**src/rtl/if_fetch_buf.sv**
```systemverilog
// if_fetch_buf: DEPTH-entry {pc,inst} fetch queue between instruction ROM and decode, with flush.
// Optional zero-latency path through an empty queue is enabled by defining IF_FETCH_BYPASS_EN.
module if_fetch_buf #(
    parameter int          DEPTH    = 4,
    parameter logic [31:0] NOP_INST = 32'h13
) (
    input  logic                     clk,
    input  logic                     rst,
    input  logic                     flush_i,
    input  logic                     f_valid_i,
    input  logic [31:0]              f_pc_i,
    input  logic [31:0]              f_inst_i,
    output logic                     f_ready_o,
    output logic                     d_valid_o,
    output logic [31:0]              d_pc_o,
    output logic [31:0]              d_inst_o,
    input  logic                     d_ready_i,
    output logic [$clog2(DEPTH):0]   count_o
);
    localparam int AW = $clog2(DEPTH);
    logic [31:0]   pc_q [DEPTH];
    logic [31:0]   inst_q [DEPTH];
    logic [AW-1:0] wr_ptr_q, wr_ptr_d, rd_ptr_q, rd_ptr_d;
    logic [AW:0]   count_q, count_d;
    logic          empty, bypass, push, pop;
    assign empty     = count_q == '0;
    assign f_ready_o = count_q != (AW+1)'(DEPTH);
`ifdef IF_FETCH_BYPASS_EN
    assign bypass = empty & f_valid_i & ~flush_i;
`else
    assign bypass = 1'b0;
`endif
    assign d_valid_o = ~empty | bypass;
    assign d_pc_o    = bypass ? f_pc_i : empty ? 32'h0 : pc_q[rd_ptr_q];
    assign d_inst_o  = bypass ? f_inst_i : empty ? NOP_INST : inst_q[rd_ptr_q];
    assign count_o   = count_q;
    // A bypassed word that decode takes immediately is never written into the queue.
    assign pop  = ~empty & d_ready_i & ~flush_i;
    assign push = f_valid_i & f_ready_o & ~flush_i & ~(bypass & d_ready_i);
    always_comb begin
        wr_ptr_d = flush_i ? '0 : wr_ptr_q + AW'(push);
        rd_ptr_d = flush_i ? '0 : rd_ptr_q + AW'(pop);
        count_d  = flush_i ? '0 : count_q + (AW+1)'(push) - (AW+1)'(pop);
    end
    always_ff @(posedge clk or negedge rst) begin
        if (!rst) begin
            wr_ptr_q <= '0;
            rd_ptr_q <= '0;
            count_q  <= '0;
        end else begin
            wr_ptr_q <= wr_ptr_d;
            rd_ptr_q <= rd_ptr_d;
            count_q  <= count_d;
        end
    end
    always_ff @(posedge clk) begin
        if (push) begin
            pc_q[wr_ptr_q]   <= f_pc_i;
            inst_q[wr_ptr_q] <= f_inst_i;
        end
    end
endmodule
```
**config.mk**
```make
export PLATFORM = sky130hd
export DESIGN_NAME = if_fetch_buf
export DESIGN_NICKNAME = d
export VERILOG_FILES = /design/src/rtl/if_fetch_buf.sv
export SDC_FILE = /design/constraint.sdc
export NUM_CORES = 1
export LEC_CHECK = 0
export CAP_MARGIN = 20
export CORE_MARGIN = 1
export CORE_UTILIZATION = 33
export CTS_BUF_LIST = sky130_fd_sc_hd__clkbuf_8
export CTS_CLUSTER_SIZE = 25
export DETAILED_ROUTE_END_ITERATION = 6
export PLACE_DENSITY = 0.53
export SLEW_MARGIN = 40
export SYNTH_ARGS = -nofsm -noshare
export SYNTH_HDL_FRONTEND = slang
export SYNTH_SLANG_ARGS = --single-unit
```
**constraint.sdc**
```tcl
create_clock -name clk -period 9.26 [get_ports clk]
set_input_delay 2.778 -clock clk [delete_from_list [all_inputs] [get_ports clk]]
set_output_delay 2.778 -clock clk [all_outputs]
set_load 0.05 [all_outputs]
```
==> results.md, run 1 <==
- Max Root-Sink Buffers: 3
- Antenna Nets Post-Route: 0
- Initial antenna violation count: 0
- Sequential area share after synthesis: 77.5%
- Die area: ~31000 um2
- GPL Wtd Cong: 0.663
- Slowest cell on the critical path: dfrtp_4
- I/O pin count: 138
- YS warnings: 0
- Maximum Capacitance Violations: 0
- Buf/Inv on CP: 2
- Crit. Startpoint: rd_ptr_q[0]
- Clock Sinks: around 260
- Layout cells sized above 1: ~20%
- Yosys top cell area share: 75.8%
- # setup viols final: 0
- Drt total wl: 19700 um
- Worst Skew: 12.4 ps
- Post-synthesis simple-gate area fraction: 5.02%
- Detailed-route via count: between 4000 and 5000
- Clock root buffer: clkbuf_8
- DRC: 0
- Largest net degree at the start of global routing: 65
- H-tree depth: 2
- Status: finished clean
- CTS buffer count: 44
- Hold_sp: wr_ptr_q[1]
- Core area: between 20000 and 30000 um2
- Largest family of logic cells by synthesized area: multiplexers
- Fill count: 2666
- Synth-to-Final Area Change: 25.1%
- Starting Density: between 30% and 40%
- Postcts setup bufs: 0
- Post-cts gate resize count: 0
- Worst-path maximum fanout: 34
- Hold WS: 654 ps
- Critical path class: flip-flop to output port
- CTS tree: yes
- CP top delay family: buffers and inverters
- #FFs+latches synth: roughly 260
- Slew Viols, Final: 0
- Relative slew slack: 49.3%
- Detailed placement HPWL: 11000 um
- Avg Inst Size Synth: 23.0 um2
- Post-synthesis adder-cell area fraction: 0.691%
- Synth area leader: edfxtp_1
- Synth Area in XOR/XNOR: less than 1%
- PwrDens: 269 nW/um2
- Reg-to-Reg Start: count_o[1]
- Vias in the first global route: 5433
- Vias per cell: 4.63
- Horiz. Die Dim: 177 um
- CTS Hold Buffers Added: 0
- # diodes: 0
- Compound-Gate Fraction of Synth Area: 0%
- Multiplexer share of the synthesized area: between 10 and 15%
- Fin crit period: 6430 ps
- Leakage: between 4 and 5 nW
- Setup tns final: 0 ps
- Worst slew pin tran: between 700 and 800 ps
- Die H: 177 um
- Final hold violation count: 0
- CP peak stage delay: 880 ps
- Fmax: approximately 0.16 GHz
- Post-synthesis instance area: 10100 um2
- Total gr overflow: 0
- Crit-path cells: buf_4 > mux4_2 > and2_1 > clkdlybuf4s50_1
- RSZ-0062 raised after global routing: false
- Count of cell types in the netlist: 24
- R2R Setup Slk: between 6000 and 7000 ps
- Hold Path Class: flip-flop to flip-flop
- Final period util: 69.5%
- Router iterations before antenna repair: 4
- Worst-path clk slew: 60 ps
- Gr usage total: 13.0%
- CP Capture Type: output port
- Skew-Pair Late Insertion Delay: 530 ps
- WP data arrival: 3650 ps
- Global-route wire length before repair: 30400 um
- Critical path startpoint category: flip-flop
- Port Buffers: 137
- Syn nets: 515
- Syn Inst Count: approximately 440
- Worst vdd ir: about 0.25 mV
- Cell Rows: 63
- DR WL/cell: 19.1 um
- Top cells by area, synth: edfxtp_1, mux4_2, and2_1
- CP required: between 6000 and 7000 ps
- Iter 0 DRT Violations: 200
- Final nets: 685
## flip-flops by register name, summed over array words and instances (netlist names)
name      flops
count_o       3
inst_q      128
pc_q        128
rd_ptr_q      2
wr_ptr_q      2
## placed cells by master (no fill, tap or decap), drive strengths merged
cell	instances
and2	61
buf	8
clkbuf	45
clkdlybuf4s50	137
clkinv	18
dfrtp	7
edfxtp	256
fa	1
ha	4
inv	19
mux4	64
nand2b	1
nor2	5
nor2b	3
nor3	1
nor3b	2
nor4	1
nor4b	2
nor4bb	1
or2	4
xnor2	2
xnor3	1
## final timing paths
kind,cells after the start,to
worst max-delay path,4,d_inst_o[21]
min in group asynchronous,1,count_o[2]
worst min register to register,2,wr_ptr_q[1]
worst max register to register,9,count_o[2]
max in group asynchronous,1,rd_ptr_q[0]
worst min-delay path,2,wr_ptr_q[1]
## synth_stat cells
| cell type | n |
|---|---|
| nand2b_1 | 1 |
| mux4_1 | 4 |
| nor4_1 | 1 |
| or2_2 | 1 |
| nor2_1 | 5 |
| xnor3_1 | 1 |
| buf_6 | 1 |
| ha_1 | 4 |
| buf_2 | 7 |
| mux4_2 | 60 |
| nor2b_1 | 3 |
| nor3b_1 | 2 |
| xnor2_1 | 2 |
| nor4b_1 | 2 |
| edfxtp_1 | 256 |
| inv_1 | 4 |
| nor3_2 | 1 |
| and2_1 | 61 |
| dfrtp_1 | 7 |
| clkbuf_1 | 7 |
| fa_1 | 1 |
| buf_12 | 6 |
| or2_1 | 3 |
| nor4bb_1 | 1 |
## routing by layer
layer	part of all wire, %	global-route usage (%)
met5	0	0
met2	49	21.4
met4	2.1	4.63
met3	6.2	3.41
met1	43	16.6
## metrics by stage
stage	util [%]	instance area (um2)	std cells	power (mW)	worst slack [ps]
floorplan	-	10100	441	2.21	-1190
global placement	39.7	11900	954	2.57	3280
detailed placement	39.9	11900	955	2.58	3250
CTS	42.4	12700	1033	3.47	2630
global route	42.4	12700	1033	3.57	2550
finish	42.4	12700	1033	3.41	2830
## worst min-delay path: cells and delay by family (launching register included)
kind          cells  cell delay [ps]
simple gates      1               80
flops             1              450
xor+xnor          1               90
## report_power, final
group | switching, mW | leakage (nW) | internal [mW] | total, mW
combinational | 0.729 | 1.19 | 0.411 | 1.14
sequential | 0.0378 | 2.41 | 1.36 | 1.40
clock | 0.421 | 0.450 | 0.450 | 0.871
total | 1.19 | 4.05 | 2.22 | 3.41
## kinds of logic (layout without fill, tap and decap cells)
family,count (synthesis),in the layout
flops,263,263
simple gates,81,81
mux,64,64
buf+inv,25,227
fa+ha+maj,5,5
xor+xnor,3,3
## area by class of cell
cell class	instances	area, um2	share of cell area (%)
clock buffers	45	619	4.88
clock inverters	33	134	1.05
inverters	4	17.5	0.138
multi-input cells	153	2110	16.7
flip-flops and latches	263	7870	62.0
well taps	390	488	3.84
repair buffers	145	1450	11.4
Note: power is estimated with default switching activity, not from simulation.
==> run 2: changes to the inputs <==
- clock period: 9.26 -> 5.93 ns (I/O delays scaled with it)
==> results.md, run 2 (synthesis gave the netlist of run 1 again) <==
- Status: finished clean
- Worst-path clk slew: 60 ps (about the same)
- Initial antenna violation count: 1 (+1)
- Horiz. Die Dim: 177 um (unchanged)
- Layout cells sized above 1: 20.5% (+0.12 points)
- Skew-Pair Late Insertion Delay: 530 ps (about the same)
- Cell-internal power: 3.52 mW (+58%)
- Vias per cell: 4.68 (+0.92%)
- Die H: 177 um (unchanged)
- Die area: 31500 um2 (unchanged)
- Commonest non-fill, non-tap cell in the layout: edfxtp_1
- Fmax: 0.202 GHz
- Fill count: 2676 (+0.38%)
- RSZ-0062 raised after global routing: false
- H-tree depth: 2 (unchanged)
- Relative slew slack: 52.0% (+2.7 points)
- Hold WS: 726 ps (+72.5 ps)
- Gr usage total: 13.5% (+0.49 points)
- GPL Wtd Cong: 0.690 (+4.1%)
- Worst vdd ir: 0.241 mV (-4.9%)
- Global-route wire length before repair: 31600 um (+4.0%)
- Router iterations before antenna repair: 4 (unchanged)
- Total gr overflow: 0 (unchanged)
- Synth-to-Final Area Change: 26.0%
- Detailed-route via count: 4863 (+1.6%)
- Port Buffers: 137 (unchanged)
- Max Root-Sink Buffers: 3 (unchanged)
- DRC: 0 (unchanged)
- Detailed placement HPWL: 11600 um (+4.8%)
- CP Capture Type: output port
- Antenna Nets Post-Route: 0 (unchanged)
- Total power: 5.41 mW (+59%)
- Postcts setup bufs: 0 (unchanged)
- Starting Density: 33.9% (unchanged)
- Post-cts gate resize count: 0 (unchanged)
- Clock share of power: 26.4% (+0.9 points)
- Slew Viols, Final: 0 (unchanged)
- Hold Path Class: flip-flop to flip-flop
- Post-placement worst setup slack: 1490 ps (-1770 ps)
- Worst slew pin tran: 720 ps (-40.9 ps)
- Largest net degree at the start of global routing: 63 (-3.1%)
- Final nets: 690 (+0.73%)
- Cell Rows: 63 (unchanged)
- Iter 0 DRT Violations: 287 (+44%)
- Critical path class: flip-flop to output port
- Comb pwr share: 33.4% (about the same)
- Worst-path maximum fanout: 24 (-29%)
- Maximum Capacitance Violations: 0 (unchanged)
- CTS tree: yes
- Critical path startpoint category: flip-flop
- Sequential Power Share: 40.2% (-0.8 points)
- WP data arrival: 3160 ps (-490 ps)
- Clock root buffer: clkbuf_8
- Most frequent cells in the layout: edfxtp_1, clkdlybuf4s50_1, and2_1, mux4_2, clkbuf_8
- Final period util: 83.3%
- CTS buffer count: 44 (unchanged)
- Vias in the first global route: 5505 (+1.3%)
- Clock Sinks: 263 (unchanged)
- Setup tns final: 0 ps (unchanged)
- Fin crit period: slightly below 5000 ps
- I/O pin count: 138 (unchanged)
- Setup ws final: 988 ps (-1840 ps)
- Leakage: 4.08 nW (+0.61%)
- Final cell count without fillers: 1040 (+0.68%)
- Util after Layout: 42.7% (+0.30 points)
- # setup viols final: 0 (unchanged)
- Core area: 30000 um2 (unchanged)
- CTS Hold Buffers Added: 0 (unchanged)
- Post-route cell area: 12800 um2 (+0.71%)
- DR WL/cell: 19.7 um (+3.5%)
- Post-DP Area: 12000 um2 (+0.53%)
- Net Switching: 1.89 mW (+60%)
- PwrDens: 423 nW/um2 (+58%)
- CP required: 4150 ps (-2330 ps)
- Final hold violation count: 0 (unchanged)
- Drt total wl: 20500 um (+4.2%)
- Worst Skew: 18.5 ps (+6.07 ps)
- Sw frac: 35.0% (+0.17 points)
- Placed cell count: 960 (+0.52%)
-- run 2: worst max-delay path, cell delays in order (launching register included) --
cell and delay [ps]:
dfrtp_4 760, buf_4 420, mux4_2 550, and2_1 190
clkdlybuf4s50_1 700
-- run 2: routing by layer --
layer	share of wire, %	track usage, %	up-vias
met3	6.0	3.45	30
li1	-	-	2159
met4	1.8	4.17	0
met1	45	18.5	2529
met5	0	0	-
met2	47	21.1	145
-- run 2: final timing paths --
| path | startpoint | end | slack [ps] | cells after the start |
|---|---|---|---|---|
| worst min-delay path | count_o[1] | count_o[1] | 730 | 2 |
| min in group asynchronous | rst | count_o[0] | 1520 | 1 |
| max in group asynchronous | rst | rd_ptr_q[1] | 4120 | 1 |
| worst max-delay path | rd_ptr_q[0] | d_inst_o[10] | 990 | 4 |
| worst min register to register | count_o[1] | count_o[1] | 730 | 2 |
| worst max register to register | count_o[2] | count_o[2] | 3560 | 10 |
-- run 2: final cells by class --
| cell class | instances | area [um2] | area share (%) |
|---|---|---|---|
| Clock inverter | 35 | 171 | 1.34 |
| Tap cell | 390 | 488 | 3.82 |
| Clock buffer | 44 | 606 | 4.74 |
| Antenna cell | 1 | 2.50 | 0.0196 |
| Timing Repair Buffer | 150 | 1490 | 11.7 |
| Sequential cell | 263 | 7870 | 61.6 |
| Inverter | 4 | 17.5 | 0.137 |
| Multi-Input combinational cell | 153 | 2140 | 16.7 |
-- run 2: power by group through the flow --
stage | Sequential (mW) | Clock [mW] | Combinational (mW)
detailed placement | 2.22 | 0 | 1.84
CTS | 2.18 | 1.48 | 1.85
finish | 2.18 | 1.43 | 1.81
global route | 2.19 | 1.56 | 1.91
global placement | 2.22 | 0 | 1.83
floorplan | 2.21 | 0 | 1.23
==> run 3: changes to the inputs <==
- clock period: 5.93 -> 4.78 ns (I/O delays scaled with it)
==> results.md, run 3 (synthesis gave the netlist of run 1 again) <==
- Worst Hold End: wr_ptr_q[1]
- Die area: 31500 um2 (unchanged)
- GPL Wtd Cong: 0.722 (+4.6%)
- Vias per cell: 4.69 (+0.39%)
- Clock root buffer: clkbuf_8
- Router iterations before antenna repair: 4 (unchanged)
- Die H: 177 um (unchanged)
- Layout cells sized above 1: 21.9% (+1.4 points)
- RSZ-0062 raised after global routing: false
- Worst slew pin tran: 655 ps (-64.9 ps)
- Largest net degree at the start of global routing: 41 (-35%)
- Reg-to-Reg Start: count_o[2]
- Setup ws final: 367 ps (-621 ps)
- Fin crit period: between 4000 and 5000 ps
- Critical path startpoint category: flip-flop
- Post-DP Area: 12000 um2 (+0.33%)
- CTS buffer count: 44 (unchanged)
- Relative slew slack: 56.3% (+4.3 points)
- Most frequent cells in the layout: edfxtp_1, clkdlybuf4s50_1, and2_1, mux4_2, clkbuf_8
- Worst vdd ir: 0.282 mV (+17%)
- Antenna Nets Post-Route: 0 (unchanged)
- Fill count: 2634 (-1.6%)
- Clock Sinks: 263 (unchanged)
- Post-placement worst setup slack: 698 ps (-789 ps)
- Detailed placement HPWL: 12000 um (+3.8%)
- Leakage: 4.14 nW (+1.7%)
- Iter 0 DRT Violations: 263 (-8.4%)
- Fmax: 0.227 GHz
- Max Root-Sink Buffers: 3 (unchanged)
- Status: finished clean
- Post-route cell area: 12900 um2 (+1.1%)
- Final nets: 694 (+0.58%)
- Synth-to-Final Area Change: 27.3%
- Worst-path clk slew: 60 ps (about the same)
- Slew Viols, Final: 0 (unchanged)
- DRC: 0 (unchanged)
- Hold_sp: wr_ptr_q[1]
- Horiz. Die Dim: 177 um (unchanged)
- Skew-Pair Late Insertion Delay: 540 ps (about the same)
- Worst reg-to-reg path cell count: 10 (unchanged)
- CP required: 3350 ps (-800 ps)
- WP data arrival: 2980 ps (-180 ps)
- Core area: 30000 um2 (unchanged)
- CTS Hold Buffers Added: 0 (unchanged)
- Port Buffers: 137 (unchanged)
- Vias in the first global route: 5473 (-0.58%)
- Final hold violation count: 0 (unchanged)
- Critical path class: flip-flop to output port
- Postcts setup bufs: 0 (unchanged)
- Initial antenna violation count: 1 (unchanged)
- CTS tree: yes
- # setup viols final: 0 (unchanged)
- Detailed-route via count: 4896 (+0.68%)
- Gr usage total: 13.4% (-0.14 points)
- Worst Skew: 17.0 ps (-1.53 ps)
- Reg2Reg Capture Point: count_o[2]
- Maximum Capacitance Violations: 0 (unchanged)
- Starting Density: 33.9% (unchanged)
- Hold Path Class: flip-flop to flip-flop
- Commonest non-fill, non-tap cell in the layout: edfxtp_1
- Total gr overflow: 0 (unchanged)
- Util after Layout: 43.1% (+0.45 points)
- I/O pin count: 138 (unchanged)
- R2R Setup Slk: 2410 ps (-1150 ps)
- Post-cts gate resize count: 0 (unchanged)
- Drt total wl: 20300 um (-1.0%)
- Setup tns final: 0 ps (unchanged)
- PwrDens: 535 nW/um2 (+26%)
- Total power: 6.91 mW (+28%)
- CP Capture Type: output port
- DR WL/cell: 19.5 um (-1.3%)
- Cell Rows: 63 (unchanged)
- Final period util: 92.3%
- Hold Crit Depth: 2 (unchanged)
- Worst-path maximum fanout: 38 (+58%)
- H-tree depth: 2 (unchanged)
- Global-route wire length before repair: 31100 um (-1.5%)
-- run 3: changes by cell type in the layout (fill, tap and decap cells not counted) --
cell and delta:
inv_2 +1, clkinv_1 -4, buf_12 +1, clkbuf_8 +5
clkinvlp_4 -1, inv_4 -1, inv_1 -3, buf_4 +3
bufinv_16 +2
-- run 3: area by class of cell --
type / count / area, um2 / area share, %
diodes: 1 / 2.50 / 0.0194
clock buffers: 49 / 674 / 5.22
clock inverters: 29 / 198 / 1.53
inverters: 4 / 15.0 / 0.116
multi-input cells: 153 / 2140 / 16.5
flip-flops and latches: 263 / 7870 / 60.9
well taps: 390 / 488 / 3.78
repair buffers: 154 / 1540 / 11.9
-- run 3: layer usage --
metal / GRT usage (%) / routed length, um / share of wire, % / vias to the layer above
met4: 4.27 / 362 / 1.8 / 0
met5: 0 / 0 / 0 / -
met3: 3.21 / 1220 / 6.0 / 37
li1: - / - / - / 2174
met2: 22.1 / 9950 / 49 / 156
met1: 17.3 / 8760 / 43 / 2529
-- run 3: how the worst max path moves through the flow --
stage                           from  slack, ps  cells past startpoint      endpoint
after floorplan              flush_i      -1180                      3  inst_q[1][0]
after global placement       flush_i        760                     10    count_o[2]
after detailed placement     flush_i        700                     10    count_o[2]
after CTS                 count_o[1]        300                      5     d_pc_o[3]
after global routing      count_o[1]        200                      5     d_pc_o[3]
final                     count_o[1]        370                      5  d_inst_o[10]
-- run 3: critical path, cell delays in order (launching register included) --
cell and delay [ps]:
dfrtp_1 460, nor3_2 460, inv_2 350, buf_12 280
and2_1 170, clkdlybuf4s50_1 710
-- run 3: through the flow --
step           instances  hold WS [ps]
2_1_floorplan        441           586
3_3_place_gp         964           680
3_5_place_dp         964           700
4_1_cts             1042           725
5_1_grt             1042           761
6_report            1043           725
-- run 3: report_power, final --
group	leakage, nW	internal, mW	switching (mW)
Combinational	1.24	0.831	1.45
Clock	0.489	1.10	0.844
Sequential	2.41	2.64	0.0417
Total	4.14	4.57	2.34
